**config.mk**
```make
export PLATFORM = sky130hd
export DESIGN_NAME = starfield_speed_ctrl_flat
export DESIGN_NICKNAME = d
export VERILOG_FILES = /design/src/rtl/starfield_speed_ctrl_if.sv /design/src/rtl/starfield_speed_ctrl.sv /design/src/flat_wrapper.sv
export SDC_FILE = /design/constraint.sdc
export NUM_CORES = 1
export LEC_CHECK = 0
export BUFFER_PORTS_ARGS = -buffer_cell sky130_fd_sc_hd__buf_2
export CAP_MARGIN = 20
export CORE_UTILIZATION = 41
export CTS_CLUSTER_DIAMETER = 150
export CTS_CLUSTER_SIZE = 14
export DETAILED_ROUTE_END_ITERATION = 7
export PLACE_DENSITY = 0.62
export SYNTH_ARGS = -nofsm -noshare
export SYNTH_HDL_FRONTEND = slang
export SYNTH_SLANG_ARGS = --single-unit
```
**constraint.sdc**
```tcl
create_clock -name clk -period 7.2 [get_ports clk]
set_input_delay 0.72 -clock clk [delete_from_list [all_inputs] [get_ports clk]]
set_output_delay 0.72 -clock clk [all_outputs]
set_load 0.1 [all_outputs]
```
**src/rtl/starfield_speed_ctrl_if.sv**
```systemverilog
// ---------------------------------------------------------------------------
// starfield_speed_ctrl_if
// Bus bundle around the starfield speed sequencer.
//   cpu_wr   : CPU register write strobe
//   cpu_addr : register select (0 target, 1 interval, 2 ctrl, 3 reserved)
//   cpu_din  : CPU write data
//   sf_data  : data to the starfield data_in; bits [7:4] are always 0
//   sf_write : one-cycle write strobe to the starfield
// The master modport is the system side (CPU driving the register bus,
// starfield receiving the writes). The slave modport is the sequencer.
// ---------------------------------------------------------------------------
interface starfield_speed_ctrl_if;
   logic       cpu_wr;
   logic [1:0] cpu_addr;
   logic [7:0] cpu_din;
   logic [7:0] sf_data;
   logic       sf_write;

   modport master (
      output cpu_wr, cpu_addr, cpu_din,
      input  sf_data, sf_write
   );

   modport slave (
      input  cpu_wr, cpu_addr, cpu_din,
      output sf_data, sf_write
   );
endinterface

```
**src/rtl/starfield_speed_ctrl.sv**
```systemverilog
// ---------------------------------------------------------------------------
// starfield_speed_ctrl
// Sole writer of the starfield speed. Holds a CPU-programmed target and ramp
// interval and walks the 4-bit speed one unit every `interval` frame ticks
// (or jumps straight to the target when interval is 0). Every speed change
// is a single registered write strobe on the bus.
//   clk          : system clock
//   rst          : synchronous, active-high reset
//   vblank       : vertical blank level; its rising edge is one frame tick
//   bus          : CPU register bus in, starfield write port out (slave)
//   cur_speed    : speed last written to the starfield
//   target_speed : programmed target
//   ramping      : high while a ramp is in progress (WAIT or STEP)
// ---------------------------------------------------------------------------
module starfield_speed_ctrl #(
   parameter logic [3:0] INIT_SPEED = 4'd0,
   parameter int         DIV_W      = 8
) (
   input  logic                         clk,
   input  logic                         rst,
   input  logic                         vblank,
   starfield_speed_ctrl_if.slave        bus,
   output logic [3:0]                   cur_speed,
   output logic [3:0]                   target_speed,
   output logic                         ramping
);

   typedef enum logic [1:0] {
      S_INIT,
      S_IDLE,
      S_WAIT,
      S_STEP
   } state_t;

   state_t           state, state_nxt;
   logic [DIV_W-1:0] interval;
   logic [DIV_W-1:0] frame_cnt, frame_cnt_nxt;
   logic             enable;
   logic             vblank_q;
   logic             tick;
   logic             force_pend, force_pend_nxt;
   logic [3:0]       cur_nxt;
   logic [3:0]       step_val;
   logic [3:0]       wr_val;
   logic             wr_nxt;
   logic             try_step;
   logic             wr_target, wr_interval, wr_ctrl;
   logic             force_req, force_hit, write_busy;

   // ------------------------------------------------------------------
   // CPU registers and frame tick
   // ------------------------------------------------------------------
   assign wr_target   = bus.cpu_wr && (bus.cpu_addr == 2'd0);
   assign wr_interval = bus.cpu_wr && (bus.cpu_addr == 2'd1);
   assign wr_ctrl     = bus.cpu_wr && (bus.cpu_addr == 2'd2);
   assign force_req   = wr_ctrl && bus.cpu_din[1];

   assign tick = vblank && !vblank_q;

   always_ff @(posedge clk) begin
      // NOTE: non-blocking assignments here so every flop samples the
      // values that existed before the clock edge.
      if (rst) begin
         target_speed <= INIT_SPEED;
         interval     <= '0;
         enable       <= 1'b0;
         vblank_q     <= 1'b0;
      end else begin
         vblank_q <= vblank;
         if (wr_target)   target_speed <= bus.cpu_din[3:0];
         if (wr_interval) interval     <= DIV_W'(bus.cpu_din);
         if (wr_ctrl)     enable       <= bus.cpu_din[0];
      end
   end

   // Next speed: a jump lands on the target, a ramp moves one unit toward
   // it. Only used when cur_speed differs from the target, so it never wraps.
   always_comb begin
      if (interval == '0)
         step_val = target_speed;
      else if (cur_speed < target_speed)
         step_val = cur_speed + 4'd1;
      else
         step_val = cur_speed - 4'd1;
   end

   // ------------------------------------------------------------------
   // Sequencer
   // ------------------------------------------------------------------
   always_comb begin
      // NOTE: every output of this block gets a default first, so no path
      // through the case statement can infer a latch.
      state_nxt      = state;
      frame_cnt_nxt  = frame_cnt;
      cur_nxt        = cur_speed;
      wr_nxt         = 1'b0;
      wr_val         = cur_speed;
      force_pend_nxt = 1'b0;
      try_step       = 1'b0;

      unique case (state)
         S_INIT: begin
            wr_nxt    = 1'b1;
            wr_val    = INIT_SPEED;
            cur_nxt   = INIT_SPEED;
            state_nxt = S_IDLE;
         end

         S_IDLE: begin
            if (enable && (cur_speed != target_speed)) begin
               if (interval == '0) begin
                  try_step = 1'b1;
               end else begin
                  frame_cnt_nxt = interval;
                  state_nxt     = S_WAIT;
               end
            end
         end

         S_WAIT: begin
            if (!enable) begin
               state_nxt = S_IDLE;
            end else if (tick) begin
               if (frame_cnt == DIV_W'(1))
                  try_step = 1'b1;
               else
                  frame_cnt_nxt = frame_cnt - DIV_W'(1);
            end
         end

         S_STEP: begin
            if (!bus.sf_write) begin
               // Second cycle of a back-to-back jump: the strobe from the
               // previous step has dropped, so the next one may be issued.
               try_step = 1'b1;
            end else if (enable && (cur_speed != target_speed)) begin
               if (interval == '0) begin
                  state_nxt = S_STEP;
               end else begin
                  frame_cnt_nxt = interval;
                  state_nxt     = S_WAIT;
               end
            end else begin
               state_nxt = S_IDLE;
            end
         end
      endcase

      // Step entry re-checks against the live target: a target rewritten
      // during WAIT may already equal the current speed.
      if (try_step) begin
         if (cur_speed == target_speed) begin
            state_nxt = S_IDLE;
         end else begin
            wr_nxt    = 1'b1;
            wr_val    = step_val;
            cur_nxt   = step_val;
            state_nxt = S_STEP;
         end
      end

      // Force overrides any step or tick. If a strobe is already on the bus
      // (or the INIT write is going out) it is held for one cycle so strobes
      // never sit back to back.
      force_hit  = force_req || force_pend;
      write_busy = bus.sf_write || (state == S_INIT);
      if (force_hit) begin
         if (write_busy) begin
            force_pend_nxt = 1'b1;
         end else begin
            wr_nxt    = 1'b1;
            wr_val    = target_speed;
            cur_nxt   = target_speed;
            state_nxt = S_IDLE;
         end
      end
   end

   always_ff @(posedge clk) begin
      if (rst) begin
         state        <= S_INIT;
         frame_cnt    <= '0;
         cur_speed    <= INIT_SPEED;
         force_pend   <= 1'b0;
         bus.sf_write <= 1'b0;
         bus.sf_data  <= 8'h00;
      end else begin
         state        <= state_nxt;
         frame_cnt    <= frame_cnt_nxt;
         cur_speed    <= cur_nxt;
         force_pend   <= force_pend_nxt;
         bus.sf_write <= wr_nxt;
         if (wr_nxt) bus.sf_data <= {4'b0000, wr_val};
      end
   end

   assign ramping = (state == S_WAIT) || (state == S_STEP);

endmodule

```
**src/flat_wrapper.sv**
```systemverilog
// flat-port wrapper written by rule: the top's interface ports become plain ports
module starfield_speed_ctrl_flat 
#(
   parameter logic [3:0] INIT_SPEED = 4'd0,
   parameter int         DIV_W      = 8
)
  (clk, rst, vblank, cur_speed, target_speed, ramping, bus_cpu_wr, bus_cpu_addr, bus_cpu_din, bus_sf_data, bus_sf_write);
  starfield_speed_ctrl_if bus_i ();
  input  logic clk;
  input  logic rst;
  input  logic vblank;
  output logic [3:0] cur_speed;
  output logic [3:0] target_speed;
  output logic ramping;
  input wire logic [$bits(bus_i.cpu_wr)-1:0] bus_cpu_wr;
  input wire logic [$bits(bus_i.cpu_addr)-1:0] bus_cpu_addr;
  input wire logic [$bits(bus_i.cpu_din)-1:0] bus_cpu_din;
  output wire logic [$bits(bus_i.sf_data)-1:0] bus_sf_data;
  output wire logic [$bits(bus_i.sf_write)-1:0] bus_sf_write;
  assign bus_i.cpu_wr = bus_cpu_wr;
  assign bus_i.cpu_addr = bus_cpu_addr;
  assign bus_i.cpu_din = bus_cpu_din;
  assign bus_sf_data = bus_i.sf_data;
  assign bus_sf_write = bus_i.sf_write;
  starfield_speed_ctrl #(.INIT_SPEED(INIT_SPEED), .DIV_W(DIV_W)) u_core (.clk(clk), .rst(rst), .vblank(vblank), .bus(bus_i), .cur_speed(cur_speed), .target_speed(target_speed), .ramping(ramping));
endmodule
```
==> impl_metrics.json <==
{
  "hold_path_depth": 2,
  "numCtsBuffers": 5,
  "synthDistinctLibCells": 58,
  "fin_crit_sh_pct": 35.5,
  "clk_pin_slew_ns": 0.08,
  "clk_latency_ns": 0.29,
  "antenna_found_initial": 0,
  "overflow": 0,
  "first_pass_iters": 4,
  "worst_pin_slew_ns": 0.767,
  "post_cts_buffers": 0,
  "dr_total_vias": 1790,
  "dpl.hpwl_mm": 3.36,
  "r2r-end": "u_core.bus.sf_data[3]",
  "grt_pass1_wl_mm": 8.02,
  "start_kind": "flip-flop",
  "hp-class": "reg2reg",
  "holdCritStartpoint": "u_core.frame_cnt[1]",
  "setup_viol": 0,
  "outcome": "finished clean",
  "cts_tree": "yes",
  "p_per_area_nw_per_um2": 187,
  "ir_worst_vdd_v": 0.000124,
  "final_common_cell": "dfxtp_1",
  "cts_sinks": 34,
  "slowest_stage": "dfxtp_1",
  "yosys_register_bits": 34,
  "detail_route.wl_per_cell_um": 14.6,
  "netlist_instances": 240,
  "cts_resized": 0,
  "path_common_cell": "ha_1",
  "worstSetupPathType": "reg2reg",
  "relSlewSlack_pct": 48.8,
  "tns_ns": 0,
  "fmax_mhz": 391,
  "min_period_ns": 2.56,
  "final_cell_mix": "dfxtp_1, nand2_1, nor2_1, buf_2, a21oi_1",
  "crit_fanout": 5,
  "p_leak_nw": 0.939,
  "rsz0062_at_grt": "no",
  "routed_wl_mm": 4.66,
  "drt-vias-per-instance": 5.61,
  "synth.avg_cell_area_um2": 8.31,
  "path_cells": "ha_1 > nor2b_1 > o21bai_1 > nand2_1 > ha_1 > a21o_1 > a21oi_1 > xnor2_1 > mux2i_1 > o211ai_1",
  "io_pins": 32,
  "drc": 0,
  "dieArea_um2": 5150,
  "hold_end": "u_core.frame_cnt[1]",
  "end_kind": "flip-flop",
  "slew_viol_final": 0,
  "synth_async_sr_flop_share_pct": 0,
  "grt_usage_pct": 20.1,
  "die_w_um": 71.7,
  "synth_area_leaders": "dfxtp_1, a21oi_1, nand2_1",
  "synth_warnings": 0,
  "rows": 25,
  "hold_ws_ns": 0.457,
  "area_growth_pct": 12.0,
  "fin_cells": 319,
  "layout.nets": 287,
  "synth-edff-count": 0,
  "die_height_um": 71.7,
  "maxCapViolCount": 0,
  "syn_area_um2": 1990,
  "critPathArrivalTime_ns": 2.73,
  "crit_required_ns": 7.37,
  "first_global_vias": 1651,
  "cp_num_buf_inv": 0,
  "routabilityCongestion": 0.858,
  "synth.top_cell.area_share_pct": 34.1,
  "dr.first_iter.drc_count": 151,
  "drive_gt1_share_pct": 17.4,
  "holdBufCountCts": 0,
  "h-tree-depth": 2,
  "ys.flop_type": "dfxtp_1",
  "placed_area_um2": 2140,
  "finalHoldViolCount": 0,
  "ant_nets": 0,
  "dp.cells": 311,
  "reg2reg_depth": 10,
  "rrSetupSlack_ns": 4.64,
  "finalClockSkew_ns": 0.0141,
  "clockRootBuffer": "clkbuf_8",
  "final_area_um2": 2230,
  "start_util_pct": 42.5,
  "ys_seq_area_share_pct": 34.1,
  "io_buffers": 27,
  "synth_top_area_cell": "dfxtp_1",
  "grt_max_degree": 32,
  "r2r_start": "u_core.cur_speed[1]",
  "core_um2": 4690,
  "cts_buffer_depth": 2,
  "slowest_delay_ns": 0.47,
  "cp_top_family": "compound AO/OA/AOI/OAI gates",
  "antenna_cells": 0
}
==> worst register-to-register path: stages, from the launching register on <==
cell and delay (ns):
dfxtp_1 0.47, ha_1 0.31, nor2b_1 0.14, o21bai_1 0.19, nand2_1 0.15, ha_1 0.30, a21o_1 0.15, a21oi_1 0.17
xnor2_1 0.15, mux2i_1 0.31, o211ai_1 0.11
==> layout make-up <==
| cell class | count | area, um^2 |
|---|---|---|
| Tap cell | 54 | 67.6 |
| Multi-Input combinational cell | 187 | 1220 |
| Clock inverter | 1 | 5.00 |
| Inverter | 9 | 33.8 |
| Fill cell | 462 | 2460 |
| Sequential cell | 34 | 681 |
| Clock buffer | 7 | 86.3 |
| Timing Repair Buffer | 27 | 135 |
==> report_power, final <==
part	switching, mW	leakage, nW	total (mW)	internal [mW]
Clock	0.0703	0.0482	0.147	0.0771
Combinational	0.0523	0.615	0.0727	0.0204
Sequential	0.00519	0.276	0.197	0.192
==> how the worst max path moves through the flow <==
stage	from	depth (start not counted)	slack, ns	endpoint
detailed placement	u_core.target_speed[1]	11	4.64	u_core.bus.sf_data[3]
global route	u_core.target_speed[1]	11	4.38	u_core.bus.sf_data[3]
finish	u_core.cur_speed[1]	10	4.64	u_core.bus.sf_data[3]
CTS	u_core.target_speed[1]	11	4.64	u_core.bus.sf_data[3]
floorplan	u_core.target_speed[1]	11	4.16	u_core.cur_speed[3]
global placement	u_core.cur_speed[1]	10	4.66	u_core.cur_speed[3]
==> cell families (layout without fill, tap and decap cells) <==
| group | count (synthesis) | after routing | synth area share [%] |
|---|---|---|---|
| compound gates | 74 | 74 | 25.5 |
| xor+xnor | 2 | 2 | 0.878 |
| fa+ha+maj | 9 | 9 | 6.02 |
| buf+inv | 22 | 44 | 5.02 |
| flops | 34 | 34 | 34.1 |
| mux | 11 | 11 | 5.58 |
| other cells | 1 | 4 | 0.188 |
| simple gates | 87 | 87 | 22.7 |
==> cell usage after synthesis, drive strengths merged (3+ instances only) <==
master,n
nor2,27
dfxtp,34
inv,9
nand3,4
mux2i,10
nor2b,3
o21a,3
nor4,3
nand2,29
buf,7
a31oi,4
nor3,3
a21oi,24
o211ai,5
o21ai,14
or4,3
clkbuf,6
nand4,3
ha,8
==> sequential cells by signal, indices dropped and copies added, names as in the netlist <==
name	flops
u_core.enable	1
u_core.bus.sf_write	1
u_core.state	2
u_core.frame_cnt	8
u_core.interval	8
u_core.cur_speed	4
u_core.bus.sf_data	4
u_core.force_pend	1
u_core.vblank_q	1
u_core.target_speed	4
==> per-layer routing <==
layer | up-vias | global-route usage, % | wire [um]
met1 | 803 | 29.5 | 2350
li1 | 912 | - | -
met3 | 5 | 5.06 | 371
met4 | 0 | 5.45 | 55
met2 | 70 | 29.0 | 1890
met5 | - | 0 | 0
==> metrics by stage <==
stage / total power [mW] / worst slack (ns) / utilization (%)
finish: 0.418 / 4.64 / 47.6
floorplan: 0.260 / 4.16 / -
detailed placement: 0.274 / 4.64 / 45.7
global placement: 0.274 / 4.66 / 45.7
global route: 0.438 / 4.38 / 47.6
CTS: 0.421 / 4.64 / 47.6
(Power assumes the default switching activity.)
